File: src/rtl/mlaccel_comp_decoder.sv
// Instruction decoder at the compute end of the sequencer stream: a 2-entry input FIFO,
// opcode decode, EXECUTE issue with in-flight limiting, CFG pulses and SYNC barriers.
module mlaccel_comp_decoder #(
    parameter int MAX_INFLIGHT = 15,
    parameter int CNT_W        = 4
) (
    input  logic         clock,
    input  logic         reset,
    input  logic         comp_valid,
    output logic         comp_ready,
    input  logic [31:0]  comp_data,
    output logic         exec_valid,
    input  logic         exec_ready,
    output logic [10:0]  exec_addr,
    output logic         exec_last,
    input  logic         exec_done,
    output logic         cfg_valid,
    output logic [5:0]   cfg_opcode,
    output logic [25:0]  cfg_arg,
    output logic         busy,
    output logic         err,
    output logic         dbg_state
);

    // Handshakes: a transfer happens on a rising clock edge where valid && ready are both high;
    // a source holds valid and its payload stable until that edge.

    typedef enum logic {
        S_FETCH     = 1'b0,
        S_SYNC_WAIT = 1'b1
    } state_t;

    localparam logic [CNT_W-1:0] MAX_CNT = CNT_W'(MAX_INFLIGHT);
    localparam logic [CNT_W-1:0] ONE     = CNT_W'(1);

    state_t             state;
    state_t             state_next;
    logic [31:0]        fifo_mem [2];
    logic               wr_ptr;
    logic               rd_ptr;
    logic [1:0]         fifo_cnt;
    logic [1:0]         cnt_next;
    logic               push;
    logic               pop;
    logic [31:0]        head;
    logic [5:0]         head_op;
    logic               exec_hs;
    logic [CNT_W-1:0]   inflight;
    logic [CNT_W-1:0]   inflight_next;
    logic               underflow;
    logic               pop_exec;
    logic               pop_cfg;
    logic               pop_sync;
    logic               pop_bad;

    assign push      = comp_valid && comp_ready;
    assign head      = fifo_mem[rd_ptr];
    assign head_op   = head[5:0];
    assign exec_hs   = exec_valid && exec_ready;
    assign dbg_state = state;

    always_comb begin
        inflight_next = inflight;
        underflow     = 1'b0;
        if (exec_hs && !exec_done) begin
            inflight_next = inflight + ONE;
        end else if (!exec_hs && exec_done) begin
            if (inflight == '0) begin
                underflow = 1'b1;
            end else begin
                inflight_next = inflight - ONE;
            end
        end
    end

    // The issue register may be reloaded only once its current op is gone, and the new op must
    // still fit under the in-flight limit once it is accepted.
    always_comb begin
        state_next = state;
        pop_exec   = 1'b0;
        pop_cfg    = 1'b0;
        pop_sync   = 1'b0;
        pop_bad    = 1'b0;
        case (state)
            S_FETCH: begin
                if (fifo_cnt != 2'd0) begin
                    if (head_op == 6'd3) begin
                        if ((!exec_valid || exec_ready) && (inflight_next < MAX_CNT)) begin
                            pop_exec = 1'b1;
                        end
                    end else if (head_op == 6'd0) begin
                        pop_sync   = 1'b1;
                        state_next = S_SYNC_WAIT;
                    end else if ((head_op == 6'd1) || (head_op == 6'd2)) begin
                        pop_bad = 1'b1;
                    end else if (!exec_valid || exec_ready) begin
                        pop_cfg = 1'b1;
                    end
                end
            end
            S_SYNC_WAIT: begin
                if (!exec_valid && (inflight == '0)) begin
                    state_next = S_FETCH;
                end
            end
            default: state_next = S_FETCH;
        endcase
    end

    assign pop = pop_exec || pop_cfg || pop_sync || pop_bad;

    always_comb begin
        case ({push, pop})
            2'b10:   cnt_next = fifo_cnt + 2'd1;
            2'b01:   cnt_next = fifo_cnt - 2'd1;
            default: cnt_next = fifo_cnt;
        endcase
    end

    always_ff @(posedge clock) begin
        if (push) begin
            fifo_mem[wr_ptr] <= comp_data;
        end
    end

    always_ff @(posedge clock) begin
        if (reset) begin
            state      <= S_FETCH;
            fifo_cnt   <= 2'd0;
            wr_ptr     <= 1'b0;
            rd_ptr     <= 1'b0;
            comp_ready <= 1'b0;
            exec_valid <= 1'b0;
            exec_addr  <= 11'd0;
            exec_last  <= 1'b0;
            cfg_valid  <= 1'b0;
            cfg_opcode <= 6'd0;
            cfg_arg    <= 26'd0;
            busy       <= 1'b0;
            err        <= 1'b0;
            inflight   <= '0;
        end else begin
            state      <= state_next;
            fifo_cnt   <= cnt_next;
            comp_ready <= (cnt_next != 2'd2);
            inflight   <= inflight_next;
            if (push) begin
                wr_ptr <= ~wr_ptr;
            end
            if (pop) begin
                rd_ptr <= ~rd_ptr;
            end
            if (underflow || pop_bad) begin
                err <= 1'b1;
            end
            if (pop_exec) begin
                exec_valid <= 1'b1;
                exec_addr  <= head[16:6];
                exec_last  <= (head[31:17] == 15'd1);
            end else if (exec_hs) begin
                exec_valid <= 1'b0;
            end
            cfg_valid <= pop_cfg;
            if (pop_cfg) begin
                cfg_opcode <= head_op;
                cfg_arg    <= head[31:6];
            end
            busy <= (fifo_cnt != 2'd0) || exec_valid || (inflight != '0) ||
                    (state == S_SYNC_WAIT);
        end
    end

endmodule

File: config.mk
export PLATFORM = sky130hd
export DESIGN_NAME = mlaccel_comp_decoder
export DESIGN_NICKNAME = d
export VERILOG_FILES = /design/src/rtl/mlaccel_comp_decoder.sv
export SDC_FILE = /design/constraint.sdc
export NUM_CORES = 1
export LEC_CHECK = 0
export ABC_AREA = 1
export BUFFER_PORTS_ARGS = -buffer_cell sky130_fd_sc_hd__buf_2
export CAP_MARGIN = 25
export CORE_UTILIZATION = 59
export CTS_CLUSTER_DIAMETER = 200
export DETAILED_ROUTE_END_ITERATION = 10
export GPL_TIMING_DRIVEN = 0
export PLACE_DENSITY = 0.88
export REMOVE_ABC_BUFFERS = 1
export SKIP_LAST_GASP = 1
export SLEW_MARGIN = 20
export SYNTH_ARGS = -nofsm -noshare
export SYNTH_HDL_FRONTEND = slang
export SYNTH_SLANG_ARGS = --single-unit
File: constraint.sdc
create_clock -name clock -period 4.95 [get_ports clock]
set_input_delay 0.99 -clock clock [delete_from_list [all_inputs] [get_ports clock]]
set_output_delay 0.99 -clock clock [all_outputs]
set_load 0.02 [all_outputs]
Yosys cells after proc, flatten, opt, wreduce, memory -nomap -nowiden. Memories as Yosys holds them, arrays and structs flattened. A register that Yosys moved wholly into a read port is not among the register bits. Cells that the tools add are included.

Register bits after elaboration: 58. RAM bits: 64. Bits of input ports: 37. Word-level logic and storage cells: 87. Memories kept: 1. Output and inout port bits: 50.

Memories: fifo_mem (words 2, bits a word 32, rd ports 1, clocked after memory_dff 1, write ports 1, line 38) `logic [31:0] fifo_mem [2];`.

Reductions and logical operators: 23. Muxes and demuxes: 34. Equality and inequality tests: 7. Order comparisons: 1. Bitwise logic cells: 3. $add $sub $neg: 4.

Operators by type and width (number): 1-bit two-way mux (29); 15-bit by 1-bit equality test with 1-bit output (second input constant) (1); 6-bit by 2-bit equality test with 1-bit output (second input constant) (2); 4-bit two-way mux (3); 1-bit logical OR (9); 6-bit by 1-bit equality test with 1-bit output (second input constant) (1); 1-bit logical AND (6); 6-bit logical NOT (1); 4-bit by 1-bit adder with 4-bit output (second input constant) (1); 4-bit logical NOT (1); 4-bit < comparator (second input constant) (1); 2-bit case mux with 2 select lines (1); 2-bit nonzero test (2); 4-bit nonzero test (1); 4-bit by 1-bit subtractor with 4-bit output (second input constant) (1); 1-bit logical NOT (3); 1-bit inverter (3); 2-bit by 1-bit adder with 2-bit output (second input constant) (1); 2-bit by 1-bit equality test with 1-bit output (second input constant) (1); 2-bit equality test (second input constant) (1); 2-bit != test (second input constant) (1); 1-bit case mux with 2 select lines (1); 2-bit by 1-bit subtractor with 2-bit output (second input constant) (1).

Logic depth before layout (Yosys ltp). Gate-level depths: netlist of run 1.

Depth in word-level cells: 17. Depth in mapped cells: 19. Mapped depth without buffers: 18.

Worst setup path after synthesis of run 1. No wires, ideal clock.

Path kind: input -> register. From: in comp_valid. To: mem fifo_mem[1][0], enable pin. Arrival: 2.469 ns. Cell stages on the path: 2. Slack: 2.058 ns. Library setup time: 0.423 ns. Buffers on the path: 0. Data required time: 4.527 ns. Path through: nand2_1 -> nor2_1.

Cells in the longest elaborated chain, start to end: 3.

RTL lines: from (decl) (line 9) `input logic comp_valid,`; 1-bit logical AND (line 56) `assign push = comp_valid && comp_ready;`; 1-bit two-way mux (line 121) `if (push) begin`; 1-bit two-way mux (not written as such) (line 122) `fifo_mem[wr_ptr] <= comp_data;`; to (decl) (line 38).

Every way passes these cells.

==> out/qor.txt, run 1 <==
die area - 8290 sq um
Syn Area/Cell - 10.8 sq um
instance count of the mapped netlist - 433
number of global-route vias before repair - 3348
WL per Instance - 15.3 um
Synth Cell Area - 4680 sq um
CP Class - reg -> reg
Hold Path Cell Cnt - 2
# DRC - 0
number of synthesized flops with an enable pin - 64
RSZ-0062 raised after global routing - no
grt ovf - 0
share of cells above drive strength 1 - 28.5%
cell taking the most area after synthesis - edfxtp_1
H-tree depth - 4
cell with the most instances after synthesis - nand2_1
io pins - 87
post-synth top area share - 41.1%
Initial Utilization - 60.8%
startpoint types - flip-flop
status - complete, no violations
fin util - 75.3%
DRT iter0 DRCs - 174
Hold Buf Count CTS - 0
Final Setup Violations - 0
gpl congestion - 0.817
largest net degree at the start of global routing - 47
Post-DP HPWL - 6190 um
Final Hold Vio Count - 0
nets - 564
Worst-Margin Slew - 0.907 ns
Yosys cell types - 29
Pwr Density - 632 nW/um^2
Seq/Total Area, Yosys - 66.3%
Die W - 91.0 um
Routed WL - 9750 um
post-CTS setup buffer count - 0
CTS tree - done
largest family of logic cells by synthesized area - simple AND/OR/NAND/NOR gates
Layout area overhead - 23.8%
launch point of the worst hold path - cfg_arg[15]
final hold slack - 0.459 ns
synth cell count leaders - 82 x nand2_1, 64 x edfxtp_1, 60 x nor2_1, 59 x dfxtp_1, 33 x a21oi_1
Adder-Cell Fraction of Synth Area - 0.803%
Setup TNS - 0 ns
core area - 7690 sq um
Synth Area in Simple Gates - 14.7%
# rows - 32
Clock Latency Late Sink - 0.51 ns
Crit. End Element - flip-flop
TritonCTS Buffers - 17
TritonRoute pass-1 iters - 5
slew margin rel. - 39.5%
Max Cap Viol - 0
diodes inserted - 0
vias per cell - 5.32
Sink Count - 123
Hold EP - cfg_arg[15]
Hold WC Path Type - reg -> reg
Worst-path clk slew - 0.06 ns
P_leak - 2.35 nW
max-slew violations - 0
Synth Area in XOR/XNOR - 0.375%
Max FO, Critical Path - 34
Tmin final - 3.04 ns
CP arrival - 3.40 ns
post-route ant nets - 0
Die Ht - 91.0 um
fmax - 0.328 GHz
IO buf count - 86
Max VDD drop - 0.384 mV
clk_skew - 0.0102 ns
mux share of post-synthesis cell area - 5.22%
post-synthesis compound-gate area fraction - 8.27%
routed via count - 3398
R2R cell count - 14
Synth async-reset ratio - 0%
Tot GR Track Use - 25.3%
fillers - 481
CTS resizes - 0
first-pass GRT wire length - 15700 um
flops & latches, synth - 123
FF-to-FF End - comp_ready
clk root buf - clkbuf_8
CTS max path bufs - 2
Tcrit/Tclk final - 61.5%
Worst Path Required - 5.30 ns
initial antenna violation count - 0
reg2reg setup slack - 1.91 ns
largest cells by area after synthesis - edfxtp_1 41%, dfxtp_1 25%, nand2_1 6.6%
Synth Flop Type - edfxtp_1
yosys warns - 0
## logic make-up after synthesis
| logic type | Yosys count |
|---|---|
| adders and majority gates | 3 |
| xor gates and xnor gates | 2 |
| muxes | 22 |
| DFF | 123 |
| AOI/OAI and AO/OA | 70 |
| and+or+nand+nor | 168 |
| buffers and inverters | 45 |
## registers in the layout (all words and copies together) (netlist names), 2 cells and up, named ones only
signal	count
cfg_arg	26
cfg_opcode	6
exec_addr	11
fifo_cnt	2
fifo_mem	64
inflight	4
## power breakdown
part	switching [mW]	total [mW]	internal, mW
sequential	0.136	1.43	1.29
clock	0.462	1.13	0.671
combinational	0.694	1.09	0.400
total	1.29	3.66	2.37
## worst max-delay path by stage
stage                        endpoint  slack [ns]  depth (start not counted)
after floorplan            comp_ready        1.42                         11
final                      comp_ready        1.91                         14
after detailed placement   comp_ready        1.58                         18
after global placement    cfg_arg[10]        0.09                          7
after CTS                  comp_ready        1.91                         14
after global routing       comp_ready        1.70                         14
## layer usage
layer  track usage (%)  part of all wire [%]  vias up
met4              9.79                   1.0        0
met5                 0                     0        -
met2              44.8                    53      121
met3              8.79                   6.7       11
li1                  -                     -     1660
met1              27.8                    40     1606
## stage by stage
stage	instances	instance area (sq um)	setup slack (ns)	power, mW
finish	639	5790	1.91	3.66
global route	639	5790	1.70	3.85
CTS	639	5790	1.91	3.68
detailed placement	607	5240	1.58	2.53
global placement	603	5140	0.0875	2.43
floorplan	415	4580	1.42	2.15
## cells in the final DEF (no fill, tap or decap), drive strengths merged
master,Yosys,routed
mux2,19,19
a31oi,2,2
inv,27,33
nor3,5,5
ha,3,3
a21oi,33,33
a211oi,9,9
xor2,2,2
edfxtp,64,64
nor4,1,1
dfxtp,59,59
mux2i,3,3
bufinv,0,1
o21ai,26,26
or2,1,1
nor3b,1,1
clkinvlp,0,5
clkinv,0,3
nand3,10,10
nand2,85,85
buf,11,90
clkbuf,7,17
nor2,62,62
nand4,3,3
## worst max-delay path, cell delays in order (launching register included)
cell and delay [ns]:
dfxtp_2 0.65, buf_16 0.23, nand2_1 0.07, o21ai_0 0.12, nand2_2 0.11, nor2_4 0.19, nor2_4 0.11, buf_12 0.18
a31oi_1 0.25, nand2_1 0.11, ha_1 0.32, a21oi_1 0.11, o21ai_0 0.11, xor2_1 0.21, a21oi_1 0.09
## area by class of cell
cell class,instances,area [sq um],area share [%]
clock buffer,17,414,7.15
clock inverter,15,138,2.38
inverter,27,101,1.75
multi-input combinational,265,1390,24.1
sequential,123,3100,53.6
tap,102,128,2.20
timing repair buffer,90,513,8.86
Power figures use the tool's default switching activity.
==> inputs of run 2 (changes only) <==
--- a/config.mk
+++ b/config.mk
@@ -5,14 +5,14 @@
 export SDC_FILE = /design/constraint.sdc
 export NUM_CORES = 1
 export LEC_CHECK = 0
-export ABC_AREA = 1
+export ABC_AREA = 0
 export BUFFER_PORTS_ARGS = -buffer_cell sky130_fd_sc_hd__buf_2
 export CAP_MARGIN = 25
-export CORE_UTILIZATION = 59
+export CORE_UTILIZATION = 55
 export CTS_CLUSTER_DIAMETER = 200
 export DETAILED_ROUTE_END_ITERATION = 10
 export GPL_TIMING_DRIVEN = 0
-export PLACE_DENSITY = 0.88
+export PLACE_DENSITY = 0.83
 export REMOVE_ABC_BUFFERS = 1
 export SKIP_LAST_GASP = 1
 export SLEW_MARGIN = 20
==> constraint.sdc (replaced) <==
create_clock -name clock -period 3 [get_ports clock]
set_input_delay 0.6 -clock clock [delete_from_list [all_inputs] [get_ports clock]]
set_output_delay 0.6 -clock clock [all_outputs]
set_load 0.02 [all_outputs]
==> run 2 against run 1 <==
  * Worst hold slack worse by 0.18 ns
  * Sequential share of layout area down 2.4 points
  * Combinational power up 64%
  * Utilization down 2.9 points
  * Non-clock buffer count unchanged
  * Total power up 68%
  * Register-to-register slack worse by 1.8 ns
  * Largest cell class unchanged
==> out/qor.txt, run 2 <==
slew margin rel. - 41.0%
largest net degree at the start of global routing - 72
TritonCTS Buffers - 17
slowest stage delay, CP - 0.41 ns
Global Route met3 Usage - 8.61%
met2 Use GR - 39.6%
startpoint types - flip-flop
IO buf count - 86
core area - 8380 sq um
DRT iter0 DRCs - 90
Worst-Margin Slew - 0.885 ns
initial antenna violation count - 0
met1 usage - 25.7%
CTS tree - done
biggest regs - fifo_mem x64, cfg_arg x26, exec_addr x11
CTS max path bufs - 2
largest cells by area after synthesis - edfxtp_1 40%, dfxtp_1 24%, mux2i_1 6.6%
status - complete, no violations
Initial Utilization - 57.9%
die area - 9200 sq um
commonest cells after routing, fill and taps aside - 85 x buf_2, 64 x edfxtp_1, 57 x dfxtp_1
number of synthesized flops with an enable pin - 64
Synth Cell Area - 4850 sq um
DP Worst Slack - -0.135 ns
GR peak layer - met2
slowest stage cell, crit path - or3b_4
Die W - 95.9 um
Seq/Total Area, Yosys - 64.0%
synth cell count leaders - 64 x edfxtp_1, 59 x dfxtp_1, 53 x nor2_1, 32 x a211oi_1, 32 x mux2i_1
final worst setup slack - 0.131 ns
placed cell count - 552
final std cells w/o fill - 584
Hold WC Path Type - in -> reg
fmax - 0.349 GHz
Worst-path clk slew - 0.06 ns
Worst Path Required - 3.40 ns
Clock Latency Late Sink - 0.50 ns
Final Setup Violations - 0
Tmin final - 2.87 ns
Crit. End Element - flip-flop
WL per Instance - 16.8 um
grt ovf - 0
first-pass GRT wire length - 15000 um
io pins - 87
post-route ant nets - 0
share of cells above drive strength 1 - 31.3%
cell taking the most area after synthesis - edfxtp_1
yosys warns - 0
P_leak - 2.41 nW
Final Hold Vio Count - 0
# DRC - 0
max-slew violations - 0
Max Cap Viol - 0
H-tree depth - 4
flops & latches, synth - 123
vias per cell - 5.59
clk root buf - clkbuf_8
clk_skew - 0.0119 ns
cell with the most instances after synthesis - edfxtp_1
Tot Pwr - 6.15 mW
post-CTS setup buffer count - 0
post-synth top area share - 39.6%
Tcrit/Tclk final - 95.6%
crit-path cells - inv_1 -> ha_2 -> or3b_4 -> nand4b_2 -> nand4_2 -> a221oi_4 -> or3_1 -> ha_1 -> nor2b_1 -> a21o_1 -> a221oi_1
Yosys cell types - 49
CP arrival - 3.27 ns
Post-DP HPWL - 6240 um
TritonRoute pass-1 iters - 4
diodes inserted - 0
Die Ht - 95.9 um
commonest non-fill, non-tap cell in the layout - buf_2
routed via count - 3267
nets - 506
Layout area overhead - 25.1%
Tot GR Track Use - 22.8%
instance count of the mapped netlist - 381
number of global-route vias before repair - 3108
Routed WL - 9780 um
Sink Count - 123
Syn Area/Cell - 12.7 sq um
gpl congestion - 0.890
reg2reg setup slack - 0.13 ns
max reg flops - 64
Max FO, Critical Path - 5
CP Class - reg -> reg
Synth Flop Type - edfxtp_1
Pwr Density - 1010 nW/um^2
# rows - 33
Synth async-reset ratio - 0%
Max VDD drop - 0.744 mV
Largest Register - fifo_mem
## run 2: cell types whose count changed in the layout (fill, tap and decap cells not counted), sizes merged, moves of 8 or more
cell,change
o21ai,-21
a211oi,+23
nand2,-80
nand3,-8
a21oi,-26
nor2b,+19
nor2,-9
inv,-27
mux2,-8
mux2i,+29
## run 2: power breakdown
part | internal, mW | switching, mW | total (mW)
Sequential | 2.15 | 0.231 | 2.38
Combinational | 0.712 | 1.08 | 1.79
Clock | 1.25 | 0.729 | 1.98
Total | 4.11 | 2.04 | 6.15
## run 2: metrics by stage
step	TNS, ns	cell area, sq um	utilization (%)	hold WS (ns)
floorplan	-20.09	4740	-	0.478
global placement	-81.83	5300	63.3	0.460
detailed placement	-0.166	5410	64.6	0.477
CTS	0	6020	71.9	0.254
global route	-0.00873	6070	72.4	0.247
finish	0	6070	72.4	0.279
## run 2: worst paths after layout
check / start / end / cells after the start
max: inflight[0] / comp_ready / 11
min: comp_data[15] / fifo_mem[1][15] / 1
max reg2reg: inflight[0] / comp_ready / 11
min reg2reg: exec_last / exec_last / 2
## run 2: what timing repair did
action / in CTS / in global routing
resized for setup: 4 / 9
gates cloned: 0 / 0
setup endpoints to repair: 2 / 2
hold buffers: 0 / 0
## run 2: critical path, delay by kind of cell (launching register included)
family / cells / cell delay [ns]
buffers and inverters: 1 / 0.15
adder cells (fa/ha/maj): 2 / 0.50
flip-flops: 1 / 0.33
AO/OA/AOI/OAI: 3 / 0.78
AND/OR/NAND/NOR: 5 / 1.01
## run 2: cells by family after synthesis
family / synth area share, %
compound gates: 8.90
xor+xnor: 1.08
fa+ha+maj: 0.774
buf+inv: 2.50
flops: 64.0
mux: 9.77
simple gates: 13.0
## run 2: final cells by class
class | instances | area (sq um)
multi-input cells | 231 | 1690
well taps | 105 | 131
fillers | 583 | 2310
clock buffers | 21 | 493
repair buffers | 90 | 528
clock inverters | 11 | 103
inverters | 3 | 11.3
flip-flops and latches | 123 | 3110
## run 2: metal layers
| layer | wire [um] | part of all wire (%) |
|---|---|---|
| met1 | 4100 | 42 |
| met2 | 5150 | 53 |
| met3 | 480 | 4.9 |
| met4 | 57 | 0.58 |
| met5 | 0 | 0 |
==> inputs of run 3 (changes only) <==
--- a/config.mk
+++ b/config.mk
@@ -8,11 +8,11 @@
 export ABC_AREA = 0
 export BUFFER_PORTS_ARGS = -buffer_cell sky130_fd_sc_hd__buf_2
 export CAP_MARGIN = 25
-export CORE_UTILIZATION = 55
+export CORE_UTILIZATION = 35
 export CTS_CLUSTER_DIAMETER = 200
 export DETAILED_ROUTE_END_ITERATION = 10
 export GPL_TIMING_DRIVEN = 0
-export PLACE_DENSITY = 0.83
+export PLACE_DENSITY = 0.58
 export REMOVE_ABC_BUFFERS = 1
 export SKIP_LAST_GASP = 1
 export SLEW_MARGIN = 20
==> run 3 against run 2 <==
  * Count of clock-buffer cells in the layout rose by 2
  * Routed wire length rose by 18%
  * Largest cell class unchanged
  * Sequential share of layout area fell by 1.4 points
  * Critical endpoint unchanged
  * Fmax fell by 0.92%
  * Sequential power barely moved
  * Highest routed layer unchanged
  * Worst hold slack improved by 0.092 ns
  * Worst setup slack got worse by 0.027 ns
  * Utilization fell by 26 points
  * Final cell count rose by 14%
  * Largest power group unchanged
  * Via count rose by 1.0%
  * Non-clock buffer count rose by 5
==> out/qor.txt, run 3 (synthesized netlist as in run 2, its figures left out) <==
Worst-Margin Slew - 0.934 ns
WL per Instance - 17.5 um
H-tree depth - 4
Hold WC Path Type - in -> reg
Max Cap Viol - 0
Hold Path Cell Cnt - 1
fillers - 1223
P_leak - 2.44 nW
Worst-path clk slew - 0.06 ns
IO buf count - 86
commonest cells after routing, fill and taps aside - 85 x buf_2, 64 x edfxtp_1, 56 x dfxtp_1
Layout area overhead - 28.6%
clk root buf - clkbuf_16
clock network fraction of total power - 32.8%
startpoint types - flip-flop
Max FO, Critical Path - 5
Max VDD drop - 0.611 mV
# rows - 42
Routed WL - 11600 um
Sink Count - 123
CTS tree - done
reg2reg setup slack - 0.10 ns
Worst R2R Start - inflight[0]
fmax - 0.345 GHz
# DRC - 0
Die W - 120 um
Worst Path Required - 3.32 ns
NetSw - 2.11 mW
Logic pwr share - 30.4%
routed via count - 3300
CTS max path bufs - 2
Final Hold Vio Count - 0
fin util - 46.6%
launch point of the worst hold path - comp_data[19]
final hold slack - 0.371 ns
fin area - 6240 sq um
Die Ht - 120 um
grt ovf - 0
share of cells above drive strength 1 - 31.7%
largest net degree at the start of global routing - 72
Post-DP HPWL - 6480 um
max-slew violations - 0
Initial Utilization - 36.2%
Crit. End Element - flip-flop
io pins - 87
first-pass GRT wire length - 17000 um
FF-to-FF End - comp_ready
slew margin rel. - 37.8%
biggest regs - fifo_mem x64, cfg_arg x26, exec_addr x11
TritonRoute pass-1 iters - 4
initial antenna violation count - 1
gpl congestion - 0.736
CP Class - reg -> reg
R2R cell count - 11
Setup TNS - 0 ns
DRT iter0 DRCs - 169
Final Setup Violations - 0
Tcrit/Tclk final - 96.5%
core area - 13400 sq um
Pwr Density - 1030 nW/um^2
Tot Pwr - 6.45 mW
Internal Power - 4.34 mW
Tot GR Track Use - 16.1%
CP arrival - 3.22 ns
vias per cell - 4.98
Hold Buf Count CTS - 0
TritonCTS Buffers - 17
status - complete, no violations
number of global-route vias before repair - 3273
Tmin final - 2.90 ns
die area - 14300 sq um
Hold EP - fifo_mem[1][19]
clk_skew - 0.00705 ns
sw frac - 32.6%
max reg flops - 64
Reg power frac - 36.8%
commonest non-fill, non-tap cell in the layout - buf_2
DP Area - 5470 sq um
Clock Latency Late Sink - 0.42 ns
post-route ant nets - 0
Largest Register - fifo_mem
nets - 513
-- run 3: cell types whose count changed in the layout (fill, tap and decap cells not counted), sizes merged --
| cell | delta |
|---|---|
| clkinv | -2 |
| buf | +5 |
| clkbuf | +2 |
| bufinv | +3 |
| inv | -3 |
| and2 | +2 |
| diode | +1 |
-- run 3: layer usage --
layer	part of all wire [%]	GRT usage, %
met5	0	0
met4	1.8	8.83
met3	5.2	5.32
met2	49	25.9
met1	44	18.9
-- run 3: worst max-delay path: stages, from the launching register on --
cell and delay (ns):
dfxtp_1 0.33, inv_1 0.17, ha_4 0.20, nor3b_4 0.22, o21ai_0 0.13, xnor2_1 0.27, a31oi_2 0.16, or3_1 0.39
ha_1 0.34, nor2b_1 0.16, a21o_1 0.16, a221oi_1 0.27
-- run 3: worst max-delay path by stage --
stage	to	startpoint	cells after the start	slack (ns)
2_1_floorplan	comp_ready	flip-flop	9	-1.20
3_3_place_gp	comp_ready	flip-flop	9	-2.55
3_5_place_dp	comp_ready	flip-flop	9	-0.25
4_1_cts	comp_ready	fifo_mem[1][3]	9	0.05
5_1_grt	comp_ready	inflight[0]	11	-0.07
6_report	comp_ready	inflight[0]	11	0.10
-- run 3: area by class of cell --
| cell class | count | area, sq um | area share [%] |
|---|---|---|---|
| clock inverter | 9 | 145 | 2.33 |
| multi-input combinational | 233 | 1730 | 27.7 |
| clock buffer | 23 | 468 | 7.50 |
| sequential | 123 | 3110 | 49.8 |
| inverter | 3 | 11.3 | 0.180 |
| tap | 176 | 220 | 3.53 |
| antenna | 1 | 2.50 | 0.0401 |
| timing repair buffer | 95 | 557 | 8.92 |
-- run 3: what timing repair did --
action / 4_1_cts / 5_1_grt
gates resized for setup: 2 / 12
pin swaps: 1 / 4
buffers inserted: 1 / 6
setup endpoints to repair: 2 / 2
gates cloned: 1 / 1
-- run 3: metrics by stage --
step	instances	worst slack [ns]
after floorplan	357	-1.20
after global routing	663	-0.0662
after CTS	655	0.0475
after detailed placement	621	-0.247
after global placement	619	-2.55
final	663	0.104
-- run 3: power groups by stage --
stage | logic (mW) | clock network (mW) | registers, mW
after floorplan | 0.839 | 0 | 2.70
after global routing | 2.13 | 2.23 | 2.42
after CTS | 1.76 | 2.16 | 2.39
after global placement | 1.61 | 0 | 2.44
final | 1.96 | 2.12 | 2.37
after detailed placement | 1.63 | 0 | 2.46
